### config.mk
export PLATFORM = sky130hd
export DESIGN_NAME = rr_bus_arb_ctrl
export DESIGN_NICKNAME = d
export VERILOG_FILES = /design/src/rtl/arb_pkg.sv /design/src/rtl/ppa.sv /design/src/rtl/rr_bus_arb_ctrl.sv
export SDC_FILE = /design/constraint.sdc
export NUM_CORES = 1
export LEC_CHECK = 0
export ABC_AREA = 1
export BUFFER_PORTS_ARGS = -buffer_cell sky130_fd_sc_hd__buf_2
export CAP_MARGIN = 20
export CORE_MARGIN = 2
export CORE_UTILIZATION = 50
export DETAILED_ROUTE_END_ITERATION = 16
export GPL_ROUTABILITY_DRIVEN = 0
export GPL_TIMING_DRIVEN = 0
export PLACE_DENSITY_LB_ADDON = 0.15
export SKIP_LAST_GASP = 1
export SYNTH_ARGS = -nofsm -noshare
export SYNTH_HDL_FRONTEND = slang
export SYNTH_SLANG_ARGS = --single-unit
### constraint.sdc
create_clock -name i_bus_clk -period 1.9 [get_ports i_bus_clk]
set_input_delay 0.38 -clock i_bus_clk [delete_from_list [all_inputs] [get_ports i_bus_clk]]
set_output_delay 0.38 -clock i_bus_clk [all_outputs]
set_load 0.1 [all_outputs]
### src/rtl/arb_pkg.sv
// Shared types and helpers for the round-robin bus arbiter controller.
// Vector helpers work on a fixed 32-bit carrier, so any N up to 32 is supported.
package arb_pkg;

    typedef enum logic {
        IDLE = 1'b0,
        BUSY = 1'b1
    } arb_state_t;

    localparam int ARB_N = 8;
    localparam int VEC_W = 32;

    // Rotate left by one within the low n bits; bit n-1 wraps to bit 0.
    function automatic logic [VEC_W-1:0] rotl1(input logic [VEC_W-1:0] v, input int n);
        logic [VEC_W-1:0] r;
        r = '0;
        for (int i = 0; i < VEC_W; i++) begin
            if (i < n) r[(i == n - 1) ? 0 : i + 1] = v[i];
        end
        return r;
    endfunction

    function automatic logic [VEC_W-1:0] onehot2bin(input logic [VEC_W-1:0] v);
        logic [VEC_W-1:0] b;
        b = '0;
        for (int i = 0; i < VEC_W; i++) begin
            if (v[i]) b = b | VEC_W'(i);
        end
        return b;
    endfunction

    function automatic logic is_onehot(input logic [VEC_W-1:0] v);
        return (v != '0) && ((v & (v - VEC_W'(1))) == '0);
    endfunction

endpackage

### src/rtl/ppa.sv
// Parallel prefix arbiter: grants the first request found searching upward
// from the one-hot priority bit, wrapping from bit N-1 to bit 0.
module ppa #(
    parameter int N = 8
) (
    input  logic [N-1:0] i_prior,
    input  logic [N-1:0] i_req,
    output logic [N-1:0] o_grant
);

    logic [2*N-1:0] req_dbl;
    logic [2*N-1:0] gnt_dbl;

    // Doubling the request vector turns the wrap-around search into one borrow
    // chain: subtracting the priority bit clears every request below the winner.
    assign req_dbl = {i_req, i_req};
    assign gnt_dbl = req_dbl & ~(req_dbl - {{N{1'b0}}, i_prior});
    assign o_grant = gnt_dbl[N-1:0] | gnt_dbl[2*N-1:N];

endmodule

### src/rtl/rr_bus_arb_ctrl.sv
// Registered round-robin bus arbiter with tenure hold and rotating priority pointer.
// Optional tenure limit enabled by defining ARB_TIMEOUT_EN.
import arb_pkg::*;

module rr_bus_arb_ctrl #(
    parameter int           N         = ARB_N,
    parameter logic [N-1:0] PRIOR_RST = N'(1) << (N - 1),
    parameter int           MAX_HOLD  = 16
) (
    input  logic                 i_bus_clk,
    input  logic                 i_bus_rst,
    input  logic [N-1:0]         i_req,
    input  logic                 i_prior_we,
    input  logic [N-1:0]         i_prior,
    output logic [N-1:0]         o_grant,
    output logic                 o_ag,
    output logic [$clog2(N)-1:0] o_gnt_id,
    output logic                 o_timeout,
    output logic                 o_cfg_err
);

    localparam int ID_W = $clog2(N);

    arb_state_t    state_q, state_n;
    logic [N-1:0]  grant_q, grant_n;
    logic [N-1:0]  ptr_q, ptr_n;
    logic [N-1:0]  ppa_grant;
    logic [ID_W-1:0] gnt_id_q;
    logic          ag_q;
    logic          cfg_err_q, cfg_err_n;
    logic          held;

`ifdef ARB_TIMEOUT_EN
    localparam int CNT_W = $clog2(MAX_HOLD + 1);
    logic [CNT_W-1:0] cnt_q, cnt_n;
    logic             timeout_q, timeout_n;
`endif

    ppa #(.N(N)) u_ppa (
        .i_prior (ptr_q),
        .i_req   (i_req),
        .o_grant (ppa_grant)
    );

    assign held = i_req[gnt_id_q];

    // NOTE: every comb output gets a default first, so no path can infer a latch.
    always_comb begin
        state_n   = state_q;
        grant_n   = grant_q;
        ptr_n     = ptr_q;
        cfg_err_n = 1'b0;
`ifdef ARB_TIMEOUT_EN
        cnt_n     = cnt_q;
        timeout_n = 1'b0;
`endif
        case (state_q)
            IDLE: begin
                // Arbitration sees the old pointer even when a load lands on the same edge.
                if (|i_req) begin
                    grant_n = ppa_grant;
                    state_n = BUSY;
`ifdef ARB_TIMEOUT_EN
                    cnt_n   = '0;
`endif
                end
                if (i_prior_we) begin
                    if (is_onehot(VEC_W'(i_prior))) ptr_n = i_prior;
                    else                            cfg_err_n = 1'b1;
                end
            end
            BUSY: begin
                if (!held) begin
                    grant_n = '0;
                    ptr_n   = N'(rotl1(VEC_W'(grant_q), N));
                    state_n = IDLE;
                end
`ifdef ARB_TIMEOUT_EN
                else if (cnt_q == CNT_W'(MAX_HOLD - 1)) begin
                    grant_n   = '0;
                    ptr_n     = N'(rotl1(VEC_W'(grant_q), N));
                    state_n   = IDLE;
                    timeout_n = 1'b1;
                end else begin
                    cnt_n = cnt_q + CNT_W'(1);
                end
`endif
            end
            default: state_n = IDLE;
        endcase
    end

    // NOTE: state registers use non-blocking assignments so all flops update together.
    always_ff @(posedge i_bus_clk or posedge i_bus_rst) begin
        if (i_bus_rst) begin
            state_q   <= IDLE;
            grant_q   <= '0;
            ptr_q     <= PRIOR_RST;
            ag_q      <= 1'b0;
            gnt_id_q  <= '0;
            cfg_err_q <= 1'b0;
        end else begin
            state_q   <= state_n;
            grant_q   <= grant_n;
            ptr_q     <= ptr_n;
            ag_q      <= |grant_n;
            gnt_id_q  <= ID_W'(onehot2bin(VEC_W'(grant_n)));
            cfg_err_q <= cfg_err_n;
        end
    end

`ifdef ARB_TIMEOUT_EN
    always_ff @(posedge i_bus_clk or posedge i_bus_rst) begin
        if (i_bus_rst) begin
            cnt_q     <= '0;
            timeout_q <= 1'b0;
        end else begin
            cnt_q     <= cnt_n;
            timeout_q <= timeout_n;
        end
    end
    assign o_timeout = timeout_q;
`else
    assign o_timeout = 1'b0;
`endif

    assign o_grant   = grant_q;
    assign o_ag      = ag_q;
    assign o_gnt_id  = gnt_id_q;
    assign o_cfg_err = cfg_err_q;

endmodule

==> impl_metrics.env <==
export IMPL_synth_ff_latch_count=22
export IMPL_cts_tree="yes"
export IMPL_grt_busiest_layer="met2"
export IMPL_synth_distinct_cells=34
export IMPL_post_route_cells_drive_above_1_share=0.335
export IMPL_synth_warning_count=0
export IMPL_routed_wirelength_um=5450
export IMPL_multi_input_comb_area_mm2=0.00140
export IMPL_core_area_mm2=0.00372
export IMPL_data_arrival_time_of_the_worst_path_ns=2.05
export IMPL_worstSetupStartpointType="flop"
export IMPL_status="complete, but fails checks"
export IMPL_synth_most_common_cell="nand2_1"
export IMPL_largest_net_degree_at_the_start_of_global_routing=23
export IMPL_sum_of_net_half_perimeters_after_detailed_placement_um=3870
export IMPL_clk_latency_ns=0.26
export IMPL_placement_rows=22
export IMPL_fillerInstances=317
export IMPL_start_util=0.527
export IMPL_whs_ns=0.264
export IMPL_postSynthNetCount=339
export IMPL_register_area_share_after_synthesis=0.282
export IMPL_post_route_drc_count=0
export IMPL_synth_enable_flop_cells=0
export IMPL_final_critical_path_setup_slack_ns=-0.00461
export IMPL_detailedPlace_worstSlack_ns=-0.389
export IMPL_vias=2088
export IMPL_ioPinCount=33
export IMPL_end_kind="flop"
export IMPL_grt_overflow_total=0
export IMPL_initial_antenna_violation_count=0
export IMPL_postSynth_topFlopCell="dfrtp_1"
export IMPL_grt_first_pass_wirelength_um=8360
export IMPL_async_reset_ff_frac=1.00
export IMPL_worst_r2r_setup_slack_ns=-0.005
export IMPL_seqCellArea_um2=554
export IMPL_setup_repair_after_global_routing_missed_its_margin="yes"
export IMPL_cts_sink_count=22
export IMPL_powerDensity_mw_per_mm2=1830
export IMPL_drt_iter0_drc=150
export IMPL_hold_viol_final=0
export IMPL_flow_area_growth_from_synthesis_pct=30.9
export IMPL_gr_usage_met3=0.0287
export IMPL_synthTopCellsByArea="dfrtp_1, nand2_1, inv_1"
export IMPL_clk_pin_slew_worst_paths_ns=0.08
export IMPL_post_synth_cell_area_avg_um2=6.27
export IMPL_period_share=1.00
export IMPL_maxCapViolations=0
export IMPL_worst_slew_margin_rel=0.450
export IMPL_cts_htree_levels=1
export IMPL_setup_viol_count_final=1
export IMPL_drt_pass1_iter_count=4
export IMPL_final_antenna_net_count=0
export IMPL_cts_root_buffer="clkbuf_8"
export IMPL_grt_pass1_vias=1932
export IMPL_global_route_usage_sum=0.249
export IMPL_die_height_um=66.6
export IMPL_routed_via_density=5.14
export IMPL_cts_hold_repair_buffers=0
export IMPL_post_synthesis_cell_count=312
export IMPL_holdCritPathClass="input pin to async pin"
export IMPL_worst_path_max_fanout=3
export IMPL_synth_top_cells_by_count="nand2_1, inv_1, nand3_1"
export IMPL_num_nets_final=386
export IMPL_max_clock_path_buffers=2
export IMPL_failed_checks="negative setup slack"
export IMPL_die_width_um=66.6
export IMPL_fmaxAchievable_mhz=525
export IMPL_synthDominantCellAreaShare=0.269
export IMPL_layout_min_cycle_time_ns=1.90
export IMPL_timing_setup_tns_ns=-0.00461
export IMPL_worstSetupPathType="flop to flop"
export IMPL_tightestPinTransition_ns=0.824
export IMPL_postLayoutCoreUtil=0.690
export IMPL_sum_of_internal_switching_and_leakage_power_mw=4.69
export IMPL_place_port_buffers=31
export IMPL_antenna_diode_count=0
export IMPL_routed_len_inst_um=13.4
export IMPL_fin_worst_skew_ns=0.000930
export IMPL_met2_usage=0.428
export IMPL_fp_dieArea_mm2=0.00443
export IMPL_syn_cell_area_mm2=0.00196
export IMPL_synth_largest_area_cell="dfrtp_1"
export IMPL_final_max_slew_violation_count=0
export IMPL_grt_use_met1=0.315
export IMPL_numCtsBuffers=3
export IMPL_crit_required_ns=2.05
export IMPL_p_leak_nw=1.42
export IMPL_power_ir_vdd_worst_v=0.00143
## timing repair
action	CTS	global route
endpoints found under the setup margin	5	7
endpoints found under the hold margin	0	0
gates resized for setup	11	42
buffers inserted	6	5
pin swaps	12	23
## flip-flops by register name (all words and copies together), names as in the netlist
name	flops
o_ag	1
o_cfg_err	1
o_gnt_id	3
o_grant	8
ptr_q	8
state_q	1
## worst paths after layout
check,from,to,depth (start not counted)
setup / recovery,ptr_q[0],o_ag,13
hold / removal,i_bus_rst,o_grant[7],2
setup reg to reg,ptr_q[0],o_ag,13
hold reg to reg,ptr_q[3],ptr_q[3],2
max in group asynchronous,i_bus_rst,o_gnt_id[0],2
min in group i_bus_clk,i_prior_we,o_cfg_err,3
## through the flow
stage               instances  area [µm²]
floorplan                 312        1960
global placement          391        2170
detailed placement        391        2170
CTS                       401        2330
global route              406        2560
finish                    406        2560
## cell usage in the layout, fill, tap and decap left out, types with 2 or more instances in the layout
master | Yosys | final
buf_2 | 0 | 31
nand3_2 | 3 | 9
nand3_1 | 28 | 21
inv_1 | 46 | 43
o21ai_1 | 5 | 5
xnor2_1 | 2 | 2
nor2_4 | 3 | 7
dfrtp_2 | 0 | 2
inv_2 | 9 | 13
ha_4 | 0 | 6
nor2_1 | 23 | 18
nand3b_1 | 3 | 3
dfrtp_1 | 21 | 19
nand2_4 | 2 | 7
clkbuf_8 | 0 | 3
nand2_2 | 6 | 16
buf_4 | 3 | 14
a21oi_1 | 5 | 4
nor2_2 | 1 | 2
nand4_1 | 5 | 5
nand2_1 | 117 | 102
o21ai_0 | 7 | 7
a21boi_0 | 2 | 2
## logic make-up (layout without fill, tap and decap cells)
kind of cell,count (synthesis),count (layout),share of synthesized area
AO/OA/AOI/OAI,22,22,0.0633
XOR/XNOR,3,3,0.0134
adder cells (fa/ha/maj),8,8,0.0550
buffers and inverters,60,106,0.121
flip-flops,22,22,0.282
other,1,1,0.00192
AND/OR/NAND/NOR,196,196,0.464
## per-layer routing
layer	up-vias	share of wire
met4	0	0.017
met5	-	0
met3	12	0.043
met1	949	0.43
met2	71	0.51
li1	1056	-
## worst max-delay path, cell delays in order, from the launching register on
cell	delay, ns
dfrtp_1	0.40
nand2_2	0.08
inv_2	0.04
fa_2	0.35
inv_2	0.06
nand2_2	0.05
nand2_4	0.08
nand2_1	0.07
xnor2_1	0.19
nand2_1	0.09
nand3_2	0.08
nand3_2	0.10
nor2_4	0.12
nand3_2	0.08
## cell type report
cell class	instances	area share
Multi-Input combinational cell	230	0.547
Sequential cell	22	0.216
Timing Repair Buffer	42	0.0928
Inverter	56	0.0820
Tap cell	48	0.0234
Clock buffer	3	0.0161
Clock inverter	1	0.0117
Buffer	4	0.0103
## power by group
group | total (mW) | switching, mW | leakage, nW | internal, mW
registers | 0.835 | 0.147 | 0.275 | 0.688
logic | 3.42 | 2.43 | 1.11 | 0.997
clock network | 0.432 | 0.151 | 0.0357 | 0.281
total | 4.69 | 2.72 | 1.42 | 1.97
Power figures use the tool's default switching activity.
